## config.mk

```make
export PLATFORM = sky130hd
export DESIGN_NAME = branch_resolve_mem
export DESIGN_NICKNAME = d
export VERILOG_FILES = /design/src/rtl/branch_resolve_mem.sv
export SDC_FILE = /design/constraint.sdc
export NUM_CORES = 1
export LEC_CHECK = 0
export BUFFER_PORTS_ARGS = -buffer_cell sky130_fd_sc_hd__buf_2
export CORE_ASPECT_RATIO = 0.7
export CORE_MARGIN = 4
export CORE_UTILIZATION = 46
export DETAILED_ROUTE_END_ITERATION = 16
export GPL_TIMING_DRIVEN = 0
export MAX_ROUTING_LAYER = met4
export PLACE_DENSITY_LB_ADDON = 0.3
export RECOVER_POWER = 100
export SLEW_MARGIN = 5
export SYNTH_ARGS = -nofsm -noshare
export SYNTH_HDL_FRONTEND = slang
export SYNTH_SLANG_ARGS = --single-unit
```

## constraint.sdc

```tcl
create_clock -name clk -period 1.5 [get_ports clk]
set_clock_uncertainty 0.2 [all_clocks]
set_input_delay 0.075 -clock clk [delete_from_list [all_inputs] [get_ports clk]]
set_output_delay 0.075 -clock clk [all_outputs]
set_load 0.02 [all_outputs]
```

## src/rtl/branch_resolve_mem.sv

```systemverilog
// branch_resolve_mem: EX/MEM pipeline register with beq/bne resolution and wrong-path squash
// Optional feature macro: BRANCH_STATS_EN adds the branch_count and taken_count ports.
// Ports:
//   clk, reset (async, active-low), stall (hold everything)
//   ex_*            EX-stage results and control bits to latch
//   pc_branch       latched branch target; pc_source/flush = branch taken
//   mem_*           latched instruction fields for the MEM stage
//   branch_count, taken_count  16-bit wrapping statistics (BRANCH_STATS_EN only)
module branch_resolve_mem #(
  parameter int WIDTH = 32,
  parameter int REG_ADDR_W = 5,
  parameter int SHADOW = 1
) (
  input  logic                  clk,
  input  logic                  reset,
  input  logic                  stall,
  input  logic                  ex_valid,
  input  logic                  ex_branch,
  input  logic                  ex_bne,
  input  logic                  ex_zero,
  input  logic [WIDTH-1:0]      ex_target,
  input  logic [WIDTH-1:0]      ex_alu_result,
  input  logic [WIDTH-1:0]      ex_write_data,
  input  logic [REG_ADDR_W-1:0] ex_rd,
  input  logic                  ex_reg_write,
  input  logic                  ex_mem_read,
  input  logic                  ex_mem_write,
  input  logic                  ex_mem_to_reg,
  output logic [WIDTH-1:0]      pc_branch,
  output logic                  pc_source,
  output logic                  flush,
  output logic                  mem_valid,
  output logic [WIDTH-1:0]      mem_alu_result,
  output logic [WIDTH-1:0]      mem_write_data,
  output logic [REG_ADDR_W-1:0] mem_rd,
  output logic                  mem_reg_write,
  output logic                  mem_mem_read,
  output logic                  mem_mem_write,
  output logic                  mem_mem_to_reg
`ifdef BRANCH_STATS_EN
  ,
  output logic [15:0]           branch_count,
  output logic [15:0]           taken_count
`endif
);
  typedef enum logic {ARMED, SQUASH} state_t;
  state_t     state;
  logic [2:0] cnt;
  logic       mem_branch, mem_bne, mem_zero, taken, keep;
  assign taken     = mem_valid & mem_branch & (mem_zero ^ mem_bne);
  assign pc_source = taken;
  assign flush     = taken;
  // Bubbles and wrong-path captures lose validity and every side-effecting control bit.
  assign keep      = ex_valid & (state == ARMED);
  always_ff @(posedge clk or negedge reset) begin
    if (!reset) begin
      state          <= ARMED;
      cnt            <= '0;
      mem_valid      <= 1'b0;
      mem_branch     <= 1'b0;
      mem_bne        <= 1'b0;
      mem_zero       <= 1'b0;
      pc_branch      <= '0;
      mem_alu_result <= '0;
      mem_write_data <= '0;
      mem_rd         <= '0;
      mem_reg_write  <= 1'b0;
      mem_mem_read   <= 1'b0;
      mem_mem_write  <= 1'b0;
      mem_mem_to_reg <= 1'b0;
    end else if (!stall) begin
      mem_valid      <= keep;
      mem_branch     <= keep & ex_branch;
      mem_bne        <= ex_bne;
      mem_zero       <= ex_zero;
      pc_branch      <= ex_target;
      mem_alu_result <= ex_alu_result;
      mem_write_data <= ex_write_data;
      mem_rd         <= ex_rd;
      mem_reg_write  <= keep & ex_reg_write;
      mem_mem_read   <= keep & ex_mem_read;
      mem_mem_write  <= keep & ex_mem_write;
      mem_mem_to_reg <= keep & ex_mem_to_reg;
      // The capture on the redirect edge itself is normal; the next SHADOW captures are squashed.
      state <= (state == ARMED) ? (taken ? SQUASH : ARMED) : (cnt == 3'd1 ? ARMED : SQUASH);
      cnt   <= (state == ARMED) ? (taken ? 3'(SHADOW) : cnt) : cnt - 3'd1;
    end
  end
`ifdef BRANCH_STATS_EN
  always_ff @(posedge clk or negedge reset) begin
    if (!reset) begin
      branch_count <= '0;
      taken_count  <= '0;
    end else if (!stall) begin
      branch_count <= branch_count + 16'(mem_valid & mem_branch);
      taken_count  <= taken_count + 16'(taken);
    end
  end
`endif
endmodule

```

# Yosys cells after proc, flatten, opt, wreduce, memory -nomap -nowiden
# Index checks and enable logic that the tools add are counted.
[totals]
n_memories = 0
rom_bits = 0
elab_cells = 34
ram_bits = 0
output_inout_bits = 108
regBits = 113
latch_bits = 0
inputBits = 112
[op_classes]
n_bitwise = 11
eq_ne = 1
order_cmp = 0
multipliers = 0
muxes = 5
add_sub_neg = 1
n_shift = 0
n_reduce_logical = 2
div_mod_pow = 0
[ops]
columns = ["cell", "n"]
rows = [
  ["$and A1 B1 Y1", 8],
  ["$mux W3", 2],
  ["$eq A3 B1 Y1 const B", 1],
  ["$mux W1", 3],
  ["$sub A3 B1 Y3 const B", 1],
  ["$not A1 Y1", 2],
  ["$reduce_and A2 Y1", 1],
  ["$reduce_bool A2 Y1", 1],
  ["$xor A1 B1 Y1", 1],
]

# Depth between registers and ports, before layout
[depth]
depth_word = 4
ltp_mapped = 6
mapped_depth_nobuf = 5

# Least setup slack after synthesis
# No wires, ideal clock.
[synth_timing]
path_type = "register to register"
startpoint = "register mem_bne"
endpoint = "register cnt[0]"
required_time_ns = 1.174
setup_ns = 0.126
t_arrival_ns = 1.038
slack_ns = 0.136
path_buffers = 0
period_less_slack_ns = 1.364
path_stages_with_launch = 5
path_cell_list = "dfrtp_1 xor2_1 nand3_1 inv_1 o311a_1"
[synth_via]
elab_chain_len = 4
[synth_rtl]
columns = ["element", "line", "text"]
rows = [
  ["from (decl)", "49", "logic mem_branch, mem_bne, mem_zero, taken, keep;"],
  ["from (signal assigned)", "74", "mem_bne <= ex_bne;"],
  ["$xor A1 B1 Y1", "50", "assign taken = mem_valid & mem_branch & (mem_zero ^ mem_bne);"],
  ["$and A1 B1 Y1", "50", ""],
  ["via flush", "31", "output logic flush,"],
  ["$reduce_bool A2 Y1 (no source line)", "n/a", ""],
  ["$reduce_and A2 Y1 (no source line)", "n/a", ""],
  ["to (signal assigned)", "86", "cnt <= (state == ARMED) ? (taken ? 3'(SHADOW) : cnt) : cnt - 3'd1;"],
  ["to (decl)", "48", "logic [2:0] cnt;"],
]
# The timed path passes the listed nets, and every way through them passes these cells.
# A chain may end at the register's enable or synchronous reset.

# Worst setup path after layout
[layout_timing]
startpoint = "register mem_zero"
endpoint = "output port pc_source"
[layout_via]
elab_chain_len = 2
[layout_rtl]
columns = ["element", "line", "text"]
rows = [
  ["from (decl)", "49", ""],
  ["from (signal assigned)", "75", "mem_zero <= ex_zero;"],
  ["$xor A1 B1 Y1", "50", ""],
  ["$and A1 B1 Y1", "50", ""],
  ["to (decl)", "30", "output logic pc_source,"],
]
# No other way between the ends.

==> impl_metrics.py <==
metrics = {
    "placed_design": {
        "dp_hpwl_um": 7914,
        "gp_routability_congestion": 0.7980,
        "placed_cells": 618,
        "place_ws_ps": 59.86,
        "port-buffer-count": 218,
    },
    "sta": {
        "setup_viol": 66,
        "setup_tns_ps": -3681,
        "max_freq_ghz": 0.6006,
        "rsz0062_at_grt": "yes",
        "worst_pin_slew_ps": 552.4,
        "holdWs_ps": -1.727,
        "fin_crit_sh_pct": 111.0,
        "hold_violations": 3,
        "slew_viol_final": 0,
        "fin_crit_ps": 1665,
        "layout_setup_ws_ps": -165.1,
        "slew_headroom_pct": 63.17,
    },
    "clock_tree": {
        "insertion_delay_ps": 410,
        "clock-root-buffer": "clkbuf_16",
        "cts_buffer_depth": 2,
        "path_clk_slew_ps": 50,
        "cts_buffers": 17,
        "cts_tree": "yes",
        "cts.sinks": 113,
        "htree_levels": 4,
        "cts_hold_buf": 112,
    },
    "global_routing": {
        "busiest_layer": "met2",
        "grtUsageMet3_pct": 8.230,
        "grt_usage_pct": 25.71,
        "met1_usage_pct": 28.93,
        "grt_max_degree": 94,
        "globalRouteMet2Util_pct": 43.26,
        "grt_pass1_wl_um": 22260,
        "grt_pass1_vias": 4158,
        "grt-ovfl-total": 0,
        "antenna_found_initial": 0,
    },
    "final_layout": {
        "reg_top3": "mem_alu_result (32), mem_write_data (32), pc_branch (32)",
        "syn_to_final_growth_pct": 61.10,
        "final_cells": 763,
        "layout-drive-gt1-share_pct": 42.36,
        "fillCellCount": 608,
        "n_antenna_cell": 0,
        "ff_latch_area_um2": 2828,
        "nets": 736,
        "multi_input_area_um2": 1629,
    },
    "yosys": {
        "syn_avg_cell_area_um2": 16.95,
        "ys_ff_latch": 113,
        "yosysUniqueCellTypes": 20,
        "ys_warn_count": 0,
        "syn-num-nets": 385,
        "syn_area_um2": 4593,
        "ys_seq_area_share_pct": 61.56,
        "synthCells": 271,
    },
    "floorplan": {
        "initial_utilization_pct": 47.25,
        "die_area_um2": 11670,
        "rows": 30,
        "fp.dieH_um": 91.61,
        "die_width_um": 127.4,
        "boundaryPins": 220,
        "core_area_um2": 9722,
    },
    "critical_path": {
        "rr_startpoint": "cnt[0]",
        "critPathLaunchType": "register",
        "worstPathArrival_ps": 1390,
        "cp.required_ps": 1220,
        "crit_type": "reg -> out",
        "cp_max_fo": 5,
        "worst-r2r-setup-slack_ps": 30,
        "r2r_cells": 5,
        "startpoint": "mem_zero",
        "r2r-end": "cnt[2]",
        "crit_end": "pc_source",
        "cp-end-kind": "output port",
    },
    "run_status": {
        "status": "finished with violations",
        "violations": "hold timing, setup timing",
    },
    "power": {
        "powerDensity_nw_per_um2": 1235,
        "p_total_w": 0.009135,
        "ir_drop_mv": 0.7340,
        "p_leak_nw": 3.497,
    },
    "routing": {
        "drt_first_pass_iters": 4,
        "antenna_left": 0,
        "drt-wirelength-per-cell_um": 18.55,
        "dr.first_iter.drc_count": 136,
        "wirelength_um": 14150,
        "vias": 3634,
        "drc": 0,
        "viasPerCell": 4.763,
    },
    "run": {
        "drv_cap": 0,
    },
    "hold_path": {
        "hold_class": "in -> async",
    },
}
through the flow:
stage	util, %	area, µm²
3_5_place_dp	60.46	5878
3_3_place_gp	60.12	5844
5_1_grt	76.11	7400
6_report	76.11	7400
2_1_floorplan	-	4593
4_1_cts	77.77	7561
cell usage after synthesis:
| master | instances | area, µm² |
|---|---|---|
| buf_4 | 1 | 7.510 |
| o311a_1 | 1 | 10.01 |
| o21ai_0 | 6 | 30.03 |
| o311ai_0 | 1 | 8.760 |
| buf_6 | 9 | 101.4 |
| dfrtp_1 | 113 | 2828 |
| inv_1 | 5 | 18.77 |
| mux2_2 | 41 | 461.7 |
| a21oi_1 | 1 | 5.000 |
| nor3b_2 | 1 | 12.51 |
| buf_2 | 6 | 30.03 |
| nand3_1 | 1 | 5.000 |
| xor2_1 | 1 | 8.760 |
| nor2b_1 | 2 | 12.51 |
| nand3b_1 | 1 | 7.510 |
| mux2_4 | 63 | 945.9 |
| nor3b_1 | 1 | 7.510 |
| ha_1 | 2 | 25.02 |
| nand2_1 | 12 | 45.04 |
| o31ai_1 | 3 | 22.52 |
kinds of logic after synthesis:
family | share of synthesized area (%)
AO/OA/AOI/OAI | 1.662
flip-flops | 61.56
AND/OR/NAND/NOR | 1.961
XOR/XNOR | 0.1907
buffers and inverters | 3.432
multiplexers | 30.65
adder cells (fa/ha/maj) | 0.5447
metal layers:
metal | vias to the layer above | part of all wire (%)
met4 | 0 | 1.8
met3 | 25 | 9.6
met1 | 1756 | 38
met2 | 201 | 50
met5 | - | 0
li1 | 1652 | -
critical path, stage by stage (launching register included):
cell and delay [ps]:
dfrtp_1 380, xor2_1 160, nand3_1 120, inv_2 120, buf_6 100, buf_6 100
layout make-up:
type,count,share of cell area (%)
Clock inverter,11,0.8962
Multi-Input combinational cell,137,22.02
Timing Repair Buffer,332,28.53
Inverter,5,0.2536
Clock buffer,21,6.087
Tap cell,128,2.164
Buffer,16,1.843
Sequential cell,113,38.21
timing repair:
item / in CTS / in global routing
resized for setup: 5 / 3
setup endpoints to repair: 2 / 29
setup buffers: 4 / 2
pin swaps: 2 / 1
endpoints found under the hold margin: 221 / 20
placed cells by master, fill, tap and decap left out, types with 2 or more instances in the layout:
cell           instances
buf_2                111
buf_4                  2
buf_6                 10
clkbuf_1             109
clkbuf_16             17
clkbuf_2               7
clkinv_2               7
clkinvlp_4             3
dfrtp_1              113
dlygate4sd3_1        111
ha_1                   2
inv_1                  4
mux2_2                41
mux2_4                63
nand2_1               12
o21ai_0                6
worst min-delay path by stage:
| stage | startpoint | end | slack [ps] | cells after the start |
|---|---|---|---|---|
| 3_5_place_dp | reset | pc_branch[9] | -270 | 1 |
| 6_report | reset | pc_branch[8] | -2 | 2 |
| 4_1_cts | reset | pc_branch[7] | 70 | 3 |
| 5_1_grt | reset | pc_branch[30] | 40 | 2 |
| 3_3_place_gp | ex_write_data[2] | mem_write_data[2] | 110 | 2 |
| 2_1_floorplan | reset | cnt[0] | -420 | 0 |
power breakdown:
group / internal (W) / switching, W / leakage, nW
registers: 0.00342 / 0.000232 / 1.33
logic: 0.000949 / 0.00105 / 1.92
clock network: 0.00213 / 0.00136 / 0.252
total: 0.00649 / 0.00264 / 3.50
(Power assumes the default switching activity.)
